`config.mk`:
```
export PLATFORM = sky130hd
export DESIGN_NAME = programmable_divider
export DESIGN_NICKNAME = d
export VERILOG_FILES = /design/src/rtl/programmable_divider.sv
export SDC_FILE = /design/constraint.sdc
export NUM_CORES = 1
export LEC_CHECK = 0
export CORE_UTILIZATION = 49
export DETAILED_ROUTE_END_ITERATION = 6
export HOLD_SLACK_MARGIN = 0.03
export PLACE_DENSITY_LB_ADDON = 0.12
export SYNTH_ARGS = -nofsm -noshare
export SYNTH_HDL_FRONTEND = slang
export SYNTH_SLANG_ARGS = --single-unit
```
`constraint.sdc`:
```
create_clock -name Origin_Clock -period 2.8 [get_ports Origin_Clock]
set_input_delay 0.28 -clock Origin_Clock [delete_from_list [all_inputs] [get_ports Origin_Clock]]
set_output_delay 0.28 -clock Origin_Clock [all_outputs]
set_load 0.02 [all_outputs]
```
`src/rtl/programmable_divider.sv`:
```
// Programmable clock divider: terminal-count pulse plus near-50% square wave, divisor reprogrammable at run time.
// Latency: pulse and square are decoded directly from registers; start/stop/divisor writes act on the next edge.
// Backpressure: none; inputs are plain strobes sampled every cycle and never stalled.
//
// Ports:
//   Origin_Clock  sole clock, rising-edge
//   reset         synchronous active-high reset, highest priority
//   start         enter RUN (or restart the period when already running)
//   stop          abort to IDLE; wins over start
//   oneshot       sampled with start: 1 = single period then DONE, 0 = periodic
//   div_wr/div_in divisor write strobe and value (zero is rejected and flagged)
//   pulse         one-cycle terminal-count pulse
//   square        divided clock, high for the upper half of the period
//   busy          high while in RUN
//   count         current count value
//   div_cur       divisor currently in use
//   div_err       sticky: a zero divisor was written since reset
module programmable_divider #(
   parameter int WIDTH       = 24,
   parameter int DEFAULT_DIV = 10000000
) (
   input  logic             Origin_Clock,
   input  logic             reset,
   input  logic             start,
   input  logic             stop,
   input  logic             oneshot,
   input  logic             div_wr,
   input  logic [WIDTH-1:0] div_in,
   output logic             pulse,
   output logic             square,
   output logic             busy,
   output logic [WIDTH-1:0] count,
   output logic [WIDTH-1:0] div_cur,
   output logic             div_err
);

   typedef enum logic [1:0] {
      S_IDLE = 2'd0,
      S_RUN  = 2'd1,
      S_DONE = 2'd2
   } state_t;

   localparam logic [WIDTH-1:0] DEF_DIV = WIDTH'(DEFAULT_DIV);
   localparam logic [WIDTH-1:0] ONE     = WIDTH'(1);

   state_t           state_q,    state_d;
   logic [WIDTH-1:0] count_q,    count_d;
   logic [WIDTH-1:0] div_cur_q,  div_cur_d;
   logic [WIDTH-1:0] pend_q,     pend_d;
   logic             pend_vld_q, pend_vld_d;
   logic             oneshot_q,  oneshot_d;
   logic             div_err_q,  div_err_d;

   logic wrap;
   logic wr_ok;
   logic apply_run;

   // Terminal cycle of the current period.
   assign wrap  = (state_q == S_RUN) && (count_q == (div_cur_q - ONE));
   assign wr_ok = div_wr && (div_in != '0);
   // While running, a new divisor may only land on a period boundary: the
   // natural wrap or a restart. A stop is not a boundary; the pending value
   // is picked up once IDLE is reached.
   assign apply_run = (state_q == S_RUN) && !stop && (wrap || start);

   // State register
   always_ff @(posedge Origin_Clock) begin
      if (reset) begin
         state_q    <= S_IDLE;
         count_q    <= '0;
         div_cur_q  <= DEF_DIV;
         pend_q     <= '0;
         pend_vld_q <= 1'b0;
         oneshot_q  <= 1'b0;
         div_err_q  <= 1'b0;
      end else begin
         state_q    <= state_d;
         count_q    <= count_d;
         div_cur_q  <= div_cur_d;
         pend_q     <= pend_d;
         pend_vld_q <= pend_vld_d;
         oneshot_q  <= oneshot_d;
         div_err_q  <= div_err_d;
      end
   end

   // Next-state logic
   always_comb begin
      state_d    = state_q;
      count_d    = count_q;
      div_cur_d  = div_cur_q;
      pend_d     = pend_q;
      pend_vld_d = pend_vld_q;
      oneshot_d  = oneshot_q;
      div_err_d  = div_err_q | (div_wr && (div_in == '0));

      // Control: stop beats start, start beats normal counting.
      if (stop) begin
         state_d = S_IDLE;
         count_d = '0;
      end else if (start) begin
         state_d   = S_RUN;
         count_d   = '0;
         oneshot_d = oneshot;
      end else begin
         case (state_q)
            S_RUN: begin
               if (wrap) begin
                  count_d = '0;
                  if (oneshot_q) state_d = S_DONE;
               end else begin
                  count_d = count_q + ONE;
               end
            end
            default: count_d = '0;
         endcase
      end

      // Divisor update. At a run boundary a same-cycle write wins over the
      // pending value and bypasses the pending register.
      if (apply_run) begin
         if (wr_ok) begin
            div_cur_d  = div_in;
            pend_vld_d = 1'b0;
         end else if (pend_vld_q) begin
            div_cur_d  = pend_q;
            pend_vld_d = 1'b0;
         end
      end else if ((state_q != S_RUN) && pend_vld_q) begin
         // Idle/done: drain the pending value; a fresh write refills it.
         div_cur_d  = pend_q;
         pend_vld_d = wr_ok;
         if (wr_ok) pend_d = div_in;
      end else if (wr_ok) begin
         pend_d     = div_in;
         pend_vld_d = 1'b1;
      end
   end

   // Outputs, decoded straight from registers
   always_comb begin
      busy    = (state_q == S_RUN);
      pulse   = wrap;
      square  = (state_q == S_RUN) && (count_q >= (div_cur_q >> 1));
      count   = count_q;
      div_cur = div_cur_q;
      div_err = div_err_q;
   end

endmodule

```
==> results.cfg <==
[floorplan]
core-area_mm2 = 0.00942
top_level_ports = 82
start_util_pct = 51.5
rows = 35
die_area_mm2 = 0.0103
die-width_um = 102
die_h_um = 102

[route]
vias = 4977
dr.pass1.iters = 5
routed_via_density = 5.66
route.detailed.drc = 0
drt_wl_total_um = 16200
antenna_left = 0
wl_per_cell_um = 18.4
dr.first_iter.drc_count = 264

[setup_path]
cp.required_ns = 3.06
rr_endpoint = div_cur[15]
r2r_slack_ns = -0.27
critPathMaxStageDelay_ns = 0.55
crit_buf_inv = 3
crit_path_frequent_cell = buf_4
cp-end-kind = flip-flop
worstPathMaxFanout = 6
worstSetupStartpointType = flip-flop
cp_cell_sequence = or4_4 > buf_4 > nor4_2 > o31a_1 > o211ai_1 > a211oi_4 > a31oi_4 > nor3_4 > buf_4 > buf_12 > mux2i_1 > a21oi_1
slowest_stage = or4_4
critical-path-top-delay-family = compound AO/OA/AOI/OAI gates
worstPathArrival_ns = 3.33
reg2reg_depth = 12
crit_type = reg -> reg
rr_startpoint = div_cur[2]

[clocking]
numCtsBuffers = 9
clockRootBuffer = clkbuf_8
clock_latency_ns = 0.38
cts_hold_buf = 0
path_clk_slew_ns = 0.09
clock_path_buffers = 2
clock_sinks = 77
htreeDepth = 3
cts_tree = yes

[grt]
grt_overflow = 0
first_global_vias = 4586
grtUsageTotal_pct = 29.0
antenna_found_initial = 0
grt_pass1_wl_um = 22700
grt_start_max_net_pins = 37

[pwr]
power_switching_uw = 949
p_comb_share_pct = 29.0
clockPowerShare_pct = 30.8
seq_power_share_pct = 40.2
powerDensity_mw_per_mm2 = 403
p_sw_share_pct = 31.6
ir_drop_mv = 0.532
leakagePower_uw = 0.00292
p_int_uw = 2050

[timing]
timing.slew.headroom_pct = 65.1
worst_slew_pin_slew_ns = 0.524
clock.fmax_mhz = 326
hold_violations = 0
setup_violations = 75
finalClockSkew_ns = 0.0230
drv_slew = 0
post-route-period-util_pct = 109
hold_slack_ns = 0.372
min_period_ns = 3.07
rsz0062_at_grt = true
fin_ws_ns = -0.266

[hold_path]
hold_start = reset
hp-class = in -> reg
hold-path-cell-count = 2
min_to = pend_q[0]

[placed_design]
post-dp-hpwl_um = 10900
pre_cts_ws_ns = -0.232
io_buffers = 81
routabilityCongestion = 0.885

[synth]
synth.avg_cell_area_um2 = 8.47
synth_xor_area_share_pct = 8.30
synth.area.mux_share_pct = 10.8
synth_compound_area_share_pct = 13.6
yosys_warnings = 0
synth_edf_count = 0
synthSimpleGateAreaFrac_pct = 23.3
ys_async_sr_fraction_pct = 0
seq_area_frac_synth_pct = 31.8
synth_cell_types = 63
synthAdderAreaFrac_pct = 6.44
netlist_instances = 573
ys_ff_latch = 77
synth_top_family_by_area = simple AND/OR/NAND/NOR gates
synth_area_mm2 = 0.00485
yosys_most_used_dff = dfxtp_1
syn-num-nets = 628

[outcome]
violations = setup timing
outcome = complete, but fails checks

[layout]
area_delta_synth_final_pct = 53.7
nets = 801
drive_above_1_share_pct = 31.4
final_core_util_pct = 79.2
diodes = 0

[job]
maxCapViolCount = 0
==> cell usage in the layout, fill, tap and decap left out, types with 10 or more instances in the layout <==
cell,instances
nor2_4,14
nor3_1,19
a211oi_1,11
dfxtp_1,72
nand3_1,17
inv_1,29
nor2_2,10
clkdlybuf4s50_1,78
xnor2_1,22
nand4_1,16
clkbuf_8,11
a21o_1,13
nor2_1,61
ha_1,23
mux2i_2,13
xor2_1,24
mux2i_1,36
buf_4,95
nand2_1,18
==> how the worst max path moves through the flow <==
stage               startpoint           to  slack, ns  cells after the start
global route        div_cur[2]   div_cur[3]      -0.38                     14
floorplan           div_cur[2]   div_cur[4]      -0.16                     12
finish              div_cur[2]  div_cur[15]      -0.27                     12
global placement    div_cur[2]        pulse      -0.26                      8
detailed placement  div_cur[2]        pulse      -0.23                      8
CTS                 div_cur[3]  div_cur[16]      -0.22                     12
==> Yosys cell counts, types with 2 or more instances <==
master | number | share of area (%)
nand2b_1 | 4 | 0.52
dfxtp_1 | 77 | 32
xnor2_1 | 22 | 4.0
nand4b_1 | 3 | 0.54
xor2_1 | 24 | 4.3
o21bai_1 | 2 | 0.31
nor3b_1 | 2 | 0.31
and3_1 | 4 | 0.52
inv_1 | 30 | 2.3
clkbuf_1 | 24 | 1.9
ha_1 | 25 | 6.4
and4_1 | 2 | 0.36
a21oi_1 | 19 | 2.0
nor2b_1 | 3 | 0.39
o21ai_0 | 13 | 1.3
o22ai_1 | 3 | 0.39
a221o_1 | 2 | 0.41
nor3_1 | 27 | 2.8
a21o_1 | 13 | 2.0
a211oi_1 | 17 | 2.6
a22oi_1 | 2 | 0.31
or3_1 | 11 | 1.4
buf_4 | 3 | 0.46
nand2_1 | 19 | 1.5
mux2i_1 | 51 | 11
buf_8 | 2 | 0.62
a311o_1 | 2 | 0.41
nand4_1 | 16 | 2.1
nor2_1 | 85 | 6.6
nor4_1 | 11 | 1.4
nor4_4 | 2 | 0.88
or4_1 | 2 | 0.31
nand3_1 | 17 | 1.8
buf_2 | 4 | 0.41
a31oi_1 | 2 | 0.26
==> routing by layer <==
layer | part of all wire, % | GRT usage [%] | up-vias
met5 | 0 | 0 | -
met4 | 1.7 | 9.81 | 0
met3 | 4.7 | 6.21 | 22
met2 | 50 | 47.5 | 157
met1 | 43 | 37.9 | 2401
li1 | - | - | 2397
==> cells by family (layout without fill, tap and decap cells) <==
kind of cell	count (synthesis)	count (layout)
compound gates	91	91
xor+xnor	46	46
fa+ha+maj	25	25
buf+inv	64	242
flops	77	77
mux	52	52
simple gates	218	218
==> metrics by stage <==
step	setup TNS (ns)	instance area (um2)	std cells	total power, uW
after floorplan	-5.13	4910	573	1630
after global placement	-4.98	6450	842	1950
after detailed placement	-7.79	6450	842	1960
after CTS	-11.76	6890	871	2900
after global routing	-22.55	7460	880	3120
final	-13.61	7460	880	3000
==> state kept, by name, summed over array words and instances (netlist names) <==
register / cells
count: 24
div_cur: 24
div_err: 1
oneshot_q: 1
pend_q: 24
pend_vld_q: 1
state_q: 2
==> power groups by stage <==
stage	combinational, uW	sequential (uW)	clock [uW]
floorplan	367	1260	0
global placement	726	1220	0
detailed placement	735	1220	0
CTS	775	1200	929
global route	929	1210	978
finish	872	1210	925
==> worst reg2reg max path: stages (launching register included) <==
cell and delay (ns):
dfxtp_4 0.36, or4_4 0.55, buf_4 0.18, nor4_2 0.13
o31a_1 0.18, o211ai_1 0.17, a211oi_4 0.30, a31oi_4 0.18
nor3_4 0.20, buf_4 0.16, buf_12 0.13, mux2i_1 0.29
a21oi_1 0.11
==> layout make-up <==
class                   instances  area (um2)
repair buffers                196        1910
flip-flops and latches         77        1550
clock buffers                  12         155
well taps                     129         161
clock inverters                 4        55.1
fillers                       609        1960
inverters                      30         113
multi-input cells             432        3520
==> what timing repair did <==
item	in CTS	in global routing
setup buffers	10	6
cloned	3	5
endpoints found under the setup margin	50	75
resized for setup	32	102
pin swaps	30	37
No activity file was read; power rests on OpenSTA's default activity.
